[src/rtl/t07_tft_arbiter_if.sv]
// rtl/t07_tft_arbiter_if.sv - requester and serializer signals of the TFT arbiter
// slave is the arbiter side; master is the requesters plus serializer side.
interface t07_tft_arbiter_if;
  logic [1:0]  req_valid_i;
  logic [31:0] req_addr0_i;
  logic [31:0] req_addr1_i;
  logic [31:0] req_data0_i;
  logic [31:0] req_data1_i;
  logic [1:0]  req_ready_o;
  logic [1:0]  done_o;
  logic        err_o;
  logic        spi_wi_o;
  logic [31:0] spi_addr_o;
  logic [31:0] spi_data_o;
  logic        spi_busy_i;

  modport slave (
    input  req_valid_i, req_addr0_i, req_addr1_i, req_data0_i, req_data1_i, spi_busy_i,
    output req_ready_o, done_o, err_o, spi_wi_o, spi_addr_o, spi_data_o
  );

  modport master (
    output req_valid_i, req_addr0_i, req_addr1_i, req_data0_i, req_data1_i, spi_busy_i,
    input  req_ready_o, done_o, err_o, spi_wi_o, spi_addr_o, spi_data_o
  );
endinterface

[src/rtl/t07_tft_arbiter.sv]
// rtl/t07_tft_arbiter.sv - round-robin arbiter sharing one SPI TFT serializer
// Two requesters, one payload in flight, launch timeout and enforced inter-transfer gap.
module t07_tft_arbiter #(
  parameter int GAP_CYCLES = 2,
  parameter int TIMEOUT    = 16
) (
  input logic              clk,
  input logic              rst,
  t07_tft_arbiter_if.slave bus
);
  localparam int MAXC = (GAP_CYCLES > TIMEOUT) ? GAP_CYCLES : TIMEOUT;
  localparam int CW   = (MAXC < 2) ? 1 : $clog2(MAXC + 1);

  typedef enum logic [1:0] {IDLE, LAUNCH, ACTIVE, GAP} state_t;

  state_t      state, state_nx;
  logic        owner, owner_nx;
  logic        last, last_nx;
  logic [CW-1:0] cnt, cnt_nx;
  logic [31:0] addr_q, addr_nx;
  logic [31:0] data_q, data_nx;
  logic [1:0]  done_q, done_nx;
  logic        err_q, err_nx;
  logic [1:0]  grant;
  logic        winner;

  always_ff @(posedge clk) begin
    if (rst) begin
      state  <= IDLE;
      owner  <= 1'b0;
      last   <= 1'b1;
      cnt    <= '0;
      addr_q <= '0;
      data_q <= '0;
      done_q <= 2'b00;
      err_q  <= 1'b0;
    end else begin
      state  <= state_nx;
      owner  <= owner_nx;
      last   <= last_nx;
      cnt    <= cnt_nx;
      addr_q <= addr_nx;
      data_q <= data_nx;
      done_q <= done_nx;
      err_q  <= err_nx;
    end
  end

  always_comb begin
    state_nx = state;
    owner_nx = owner;
    last_nx  = last;
    cnt_nx   = cnt;
    addr_nx  = addr_q;
    data_nx  = data_q;
    done_nx  = 2'b00;
    err_nx   = 1'b0;
    case (state)
      IDLE: begin
        if (grant != 2'b00) begin
          state_nx = LAUNCH;
          owner_nx = winner;
          last_nx  = winner;
          cnt_nx   = '0;
          addr_nx  = winner ? bus.req_addr1_i : bus.req_addr0_i;
          data_nx  = winner ? bus.req_data1_i : bus.req_data0_i;
        end
      end
      LAUNCH: begin
        cnt_nx = cnt + CW'(1);
        // A busy edge on the final allowed cycle still counts as an acknowledge.
        if (bus.spi_busy_i) begin
          state_nx = ACTIVE;
        end else if (cnt == CW'(TIMEOUT - 1)) begin
          err_nx   = 1'b1;
          cnt_nx   = '0;
          state_nx = GAP;
        end
      end
      ACTIVE: begin
        if (!bus.spi_busy_i) begin
          done_nx  = owner ? 2'b10 : 2'b01;
          cnt_nx   = '0;
          state_nx = GAP;
        end
      end
      GAP: begin
        cnt_nx = cnt + CW'(1);
        if (cnt == CW'(GAP_CYCLES - 1)) begin
          state_nx = IDLE;
        end
      end
      default: state_nx = IDLE;
    endcase
  end

  always_comb begin
    grant  = 2'b00;
    winner = 1'b0;
    // A stale busy from the serializer blocks any new grant.
    if (state == IDLE && !rst && !bus.spi_busy_i) begin
      case (bus.req_valid_i)
        2'b01: begin
          grant  = 2'b01;
          winner = 1'b0;
        end
        2'b10: begin
          grant  = 2'b10;
          winner = 1'b1;
        end
        2'b11: begin
          winner = ~last;
          grant  = last ? 2'b01 : 2'b10;
        end
        default: begin
          grant  = 2'b00;
          winner = 1'b0;
        end
      endcase
    end
    bus.req_ready_o = grant;
    bus.spi_wi_o    = (state == LAUNCH) || (state == ACTIVE);
  end

  assign bus.spi_addr_o = addr_q;
  assign bus.spi_data_o = data_q;
  assign bus.done_o     = done_q;
  assign bus.err_o      = err_q;
endmodule

[src/flat_wrapper.sv]
// flat-port wrapper written by rule: the top's interface ports become plain ports
module t07_tft_arbiter_flat 
#(
  parameter int GAP_CYCLES = 2,
  parameter int TIMEOUT    = 16
)
  (clk, rst, bus_req_valid_i, bus_req_addr0_i, bus_req_addr1_i, bus_req_data0_i, bus_req_data1_i, bus_spi_busy_i, bus_req_ready_o, bus_done_o, bus_err_o, bus_spi_wi_o, bus_spi_addr_o, bus_spi_data_o);
  t07_tft_arbiter_if bus_i ();
  input logic clk;
  input logic rst;
  input wire logic [$bits(bus_i.req_valid_i)-1:0] bus_req_valid_i;
  input wire logic [$bits(bus_i.req_addr0_i)-1:0] bus_req_addr0_i;
  input wire logic [$bits(bus_i.req_addr1_i)-1:0] bus_req_addr1_i;
  input wire logic [$bits(bus_i.req_data0_i)-1:0] bus_req_data0_i;
  input wire logic [$bits(bus_i.req_data1_i)-1:0] bus_req_data1_i;
  input wire logic [$bits(bus_i.spi_busy_i)-1:0] bus_spi_busy_i;
  output wire logic [$bits(bus_i.req_ready_o)-1:0] bus_req_ready_o;
  output wire logic [$bits(bus_i.done_o)-1:0] bus_done_o;
  output wire logic [$bits(bus_i.err_o)-1:0] bus_err_o;
  output wire logic [$bits(bus_i.spi_wi_o)-1:0] bus_spi_wi_o;
  output wire logic [$bits(bus_i.spi_addr_o)-1:0] bus_spi_addr_o;
  output wire logic [$bits(bus_i.spi_data_o)-1:0] bus_spi_data_o;
  assign bus_i.req_valid_i = bus_req_valid_i;
  assign bus_i.req_addr0_i = bus_req_addr0_i;
  assign bus_i.req_addr1_i = bus_req_addr1_i;
  assign bus_i.req_data0_i = bus_req_data0_i;
  assign bus_i.req_data1_i = bus_req_data1_i;
  assign bus_i.spi_busy_i = bus_spi_busy_i;
  assign bus_req_ready_o = bus_i.req_ready_o;
  assign bus_done_o = bus_i.done_o;
  assign bus_err_o = bus_i.err_o;
  assign bus_spi_wi_o = bus_i.spi_wi_o;
  assign bus_spi_addr_o = bus_i.spi_addr_o;
  assign bus_spi_data_o = bus_i.spi_data_o;
  t07_tft_arbiter #(.GAP_CYCLES(GAP_CYCLES), .TIMEOUT(TIMEOUT)) u_core (.clk(clk), .rst(rst), .bus(bus_i));
endmodule
[config.mk]
export PLATFORM = sky130hd
export DESIGN_NAME = t07_tft_arbiter_flat
export DESIGN_NICKNAME = d
export VERILOG_FILES = /design/src/rtl/t07_tft_arbiter_if.sv /design/src/rtl/t07_tft_arbiter.sv /design/src/flat_wrapper.sv
export SDC_FILE = /design/constraint.sdc
export NUM_CORES = 1
export LEC_CHECK = 0
export ABC_AREA = 0
export CORE_ASPECT_RATIO = 0.7
export CORE_MARGIN = 5
export CORE_UTILIZATION = 40
export CTS_BUF_LIST = sky130_fd_sc_hd__clkbuf_2
export CTS_CLUSTER_DIAMETER = 80
export DETAILED_ROUTE_END_ITERATION = 16
export PLACE_DENSITY = 0.79
export SYNTH_ARGS = -nofsm -noshare
export SYNTH_HDL_FRONTEND = slang
export SYNTH_SLANG_ARGS = --single-unit
[constraint.sdc]
create_clock -name clk -period 2.2 [get_ports clk]
set_input_delay 0.44 -clock clk [delete_from_list [all_inputs] [get_ports clk]]
set_output_delay 0.44 -clock clk [all_outputs]
set_load 0.01 [all_outputs]
==> impl_metrics.csv <==
group,metric,value,unit
worst_setup_path,r2r_slack,160,ps
floorplan,die_w,125.8,um
worst_setup_path,cp.arrival,1700,ps
floorplan,die_h,91.05,um
synth,ys_seq_area_frac,0.4053,
run,cap_violations,0,
timing,fmax,467.9,MHz
drt,vias,3913,
placement,place_area,0.005846,mm2
synth,postSynthAreaPerCell,8.589,um2
final_layout,final_common_cell,"clkdlybuf4s50_1",
worst_setup_path,cpPeakStageDelay,360,ps
timing,period_minus_slack,2137,ps
worst_setup_path,cp.required,1760,ps
worst_setup_path,critPathCaptureType,"output port",
pwr,p_clk_frac,0.149,
final_layout,fillCellCount,757,
pwr,switchingPower,0.001457,W
synth,syn_area,0.003754,mm2
floorplan,die-area,0.01145,mm2
worst_setup_path,crit_type,"flop to output port",
timing,setup-violations-final,0,
drt,detail_route.wl_per_cell,15.92,um
final_layout,multi_input_area,0.002004,mm2
clocking,cts_root_buffer,"clkbuf_2",
grt,grtUsageTotal,0.2025,
floorplan,start_util,0.4121,
clocking,htreeDepth,3,
worst_setup_path,slowest_stage,"dfxtp_2",
clocking,cts_made_buffers,9,
final_layout,fin_nets,777,
timing,setup_tns,0,ps
clocking,cts_buffer_depth,2,
placement,globalplace.congestion,0.8455,
final_layout,seq_area,0.001524,mm2
synth,netlist_instances,437,
worst_setup_path,r2r_end,"u_core.bus.spi_data_o[22]$_SDFFE_PP0P_",
floorplan,core_area,0.009107,mm2
synth,ys_warn_count,0,
timing,whs,371.7,ps
worst_setup_path,r2r_cells,8,
timing,tightest_slew,816.3,ps
worst_setup_path,crit_start,"u_core.state[0]$_SDFFE_PP0P_",
final_layout,final_cell_mix,"clkdlybuf4s50_1, nand2_1, dfxtp_1",
timing,drv_slew,0,
timing,slew_headroom,0.4558,
final_layout,final_area,0.006011,mm2
timing,hold_viol,0,
grt,grt_pass1_wl,19150,um
worst_setup_path,cp_max_fo,2,
worst_setup_path,crit_path_end,"bus_req_ready_o[1]",
clocking,tritoncts,"done",
clocking,clock_latency,560,ps
synth,yosysUniqueCellTypes,37,
final_layout,drive_above_1_share,0.1455,
drt,wl,12160,um
pwr,ir_drop,0.3146,mV
drt,drt_iter0_markers,147,
synth,ys_ff_latch,76,
timing,worst_slack,62.76,ps
worst_hold_path,hold_class,"input pin to flop",
pwr,power.share.switching,0.3458,
grt,grt_max_degree,66,
pwr,leakage,2.207,nW
pwr,sequentialPowerShare,0.409,
run_status,status,"finished, final reports clean",
timing,rsz0062_at_grt,"true",
grt,grt_overflow_total,0,
worst_setup_path,startpoint_type,"flop",
placement,dp_hpwl,8832,um
clocking,clk_pin_slew,220,ps
floorplan,io_pins,203,
drt,drt_pass1_iterations,4,
synth,synth_nets,579,
pwr,powerDensity,701.0,mW/mm2
timing,timing.final.crit_share,0.9715,
worst_setup_path,crit_chain,"inv_2, ha_4, nor3b_4, buf_6, nand3_4, inv_2, buf_6",
drt,viasPerCell,5.122,
timing,final.setup_skew,33.46,ps
pwr,internal_power,0.002757,W
floorplan,fp-row-count,29,
final_layout,utilization,0.6600,
placement,port_buffers,202,
clocking,cts_sinks,76,
drt,drt_drc_violations_left,0,
grt,antenna_found_initial,0,
grt,grt_pass1_vias,3965,
drt,ant_nets,0,
worst_setup_path,r2r-start,"u_core.state[0]$_SDFFE_PP0P_",
final_layout,area_delta_synth_final,60.13,%
pwr,power_frac_comb,0.442,
placement,pre_cts_ws,-152.7,ps
[Yosys cell counts]
cell type | count | share of area
a2bb2oi_2 | 1 | 0.0040
nand2_1 | 132 | 0.13
a211oi_1 | 1 | 0.0020
a311oi_2 | 40 | 0.16
a311oi_1 | 25 | 0.058
or2_2 | 1 | 0.0017
mux2_2 | 1 | 0.0030
a31oi_1 | 2 | 0.0033
ha_1 | 9 | 0.030
nand2b_1 | 5 | 0.0083
buf_6 | 7 | 0.021
nand4b_1 | 1 | 0.0023
inv_1 | 8 | 0.0080
buf_2 | 20 | 0.027
a211o_1 | 1 | 0.0023
o31ai_1 | 2 | 0.0040
nor4b_1 | 1 | 0.0023
nand3_1 | 7 | 0.0093
a21o_1 | 2 | 0.0040
o21ai_0 | 1 | 0.0013
and2b_1 | 1 | 0.0020
nor3b_2 | 1 | 0.0033
o31a_1 | 1 | 0.0023
inv_2 | 1 | 0.0010
buf_1 | 2 | 0.0020
clkbuf_1 | 7 | 0.0070
dfxtp_1 | 76 | 0.41
and2_1 | 1 | 0.0017
a21oi_1 | 4 | 0.0053
nor3b_1 | 1 | 0.0020
nor2_1 | 67 | 0.067
buf_4 | 2 | 0.0040
or4b_1 | 1 | 0.0027
a221oi_1 | 1 | 0.0023
nor4bb_1 | 1 | 0.0027
nand3b_1 | 2 | 0.0040
nor3_1 | 1 | 0.0013
[logic make-up (layout without fill, tap and decap cells)]
logic type | Yosys count | count (layout) | synth area share
AND/OR/NAND/NOR | 223 | 223 | 0.2427
AO/OA/AOI/OAI | 81 | 81 | 0.2493
flip-flops | 76 | 76 | 0.4053
buffers and inverters | 47 | 249 | 0.06967
adder cells (fa/ha/maj) | 9 | 9 | 0.03000
multiplexers | 1 | 1 | 0.003000
other | 0 | 1 | 0
[registers in the layout (all words and copies together) (netlist names)]
register / count
u_core.bus.err_o: 1
u_core.bus.spi_addr_o: 32
u_core.owner: 1
u_core.bus.spi_data_o: 32
u_core.last: 1
u_core.state: 2
u_core.bus.done_o: 2
u_core.cnt: 5
[timing repair]
item,4_1_cts,5_1_grt
hold buffers,0,0
endpoints found under the setup margin,3,3
setup buffers,6,2
pin swaps,1,1
endpoints found under the hold margin,0,0
resized for setup,15,4
[worst max-delay path, delay by kind of cell, from the launching register on]
kind / cells / cell delay (ps)
buffers and inverters: 4 / 400
DFF: 1 / 360
and+or+nand+nor: 2 / 290
adders and majority gates: 1 / 140
[worst min path at each step]
| stage | start | endpoint | slack, ps | cells past startpoint |
|---|---|---|---|---|
| 2_1_floorplan | u_core.owner$_SDFFE_PP0P_ | u_core.bus.done_o[0]$_SDFF_PP0_ | 410 | 1 |
| 6_report | rst | u_core.bus.spi_data_o[25]$_SDFFE_PP0P_ | 370 | 3 |
| 3_5_place_dp | u_core.owner$_SDFFE_PP0P_ | u_core.bus.done_o[0]$_SDFF_PP0_ | 440 | 1 |
| 4_1_cts | rst | u_core.bus.spi_data_o[25]$_SDFFE_PP0P_ | 330 | 3 |
| 3_3_place_gp | u_core.owner$_SDFFE_PP0P_ | u_core.bus.done_o[0]$_SDFF_PP0_ | 430 | 1 |
| 5_1_grt | rst | u_core.bus.spi_data_o[25]$_SDFFE_PP0P_ | 340 | 3 |
[power groups by stage]
stage	Clock (W)	Combinational [W]	Sequential, W
after detailed placement	0	0.00176	0.00176
after global routing	0.000714	0.00201	0.00175
after floorplan	0	0.000831	0.00183
after global placement	0	0.00171	0.00174
after CTS	0.000658	0.00182	0.00172
final	0.000628	0.00186	0.00172
[layer usage]
layer / global-route usage / routed length (um) / up-vias / part of all wire
li1: - / - / 1913 / -
met1: 0.2379 / 5109 / 1836 / 0.42
met2: 0.3399 / 5815 / 139 / 0.48
met3: 0.08328 / 1010 / 25 / 0.083
met4: 0.06339 / 225 / 0 / 0.019
met5: 0 / 0 / - / 0
[area by class of cell]
type                       count  share of cell area
clock inverter                 3            0.002498
antenna                        1           0.0004163
tap                          124             0.02581
sequential                    76              0.2535
clock buffer                  12            0.009992
inverter                       9            0.005620
timing repair buffer         225              0.3687
multi-input combinational    314              0.3335
[metrics by stage]
step / total power (W) / instances
detailed placement: 0.003517 / 740
finish: 0.004214 / 764
global route: 0.004474 / 763
floorplan: 0.002659 / 437
global placement: 0.003451 / 740
CTS: 0.004205 / 761
(Power assumes the default switching activity.)
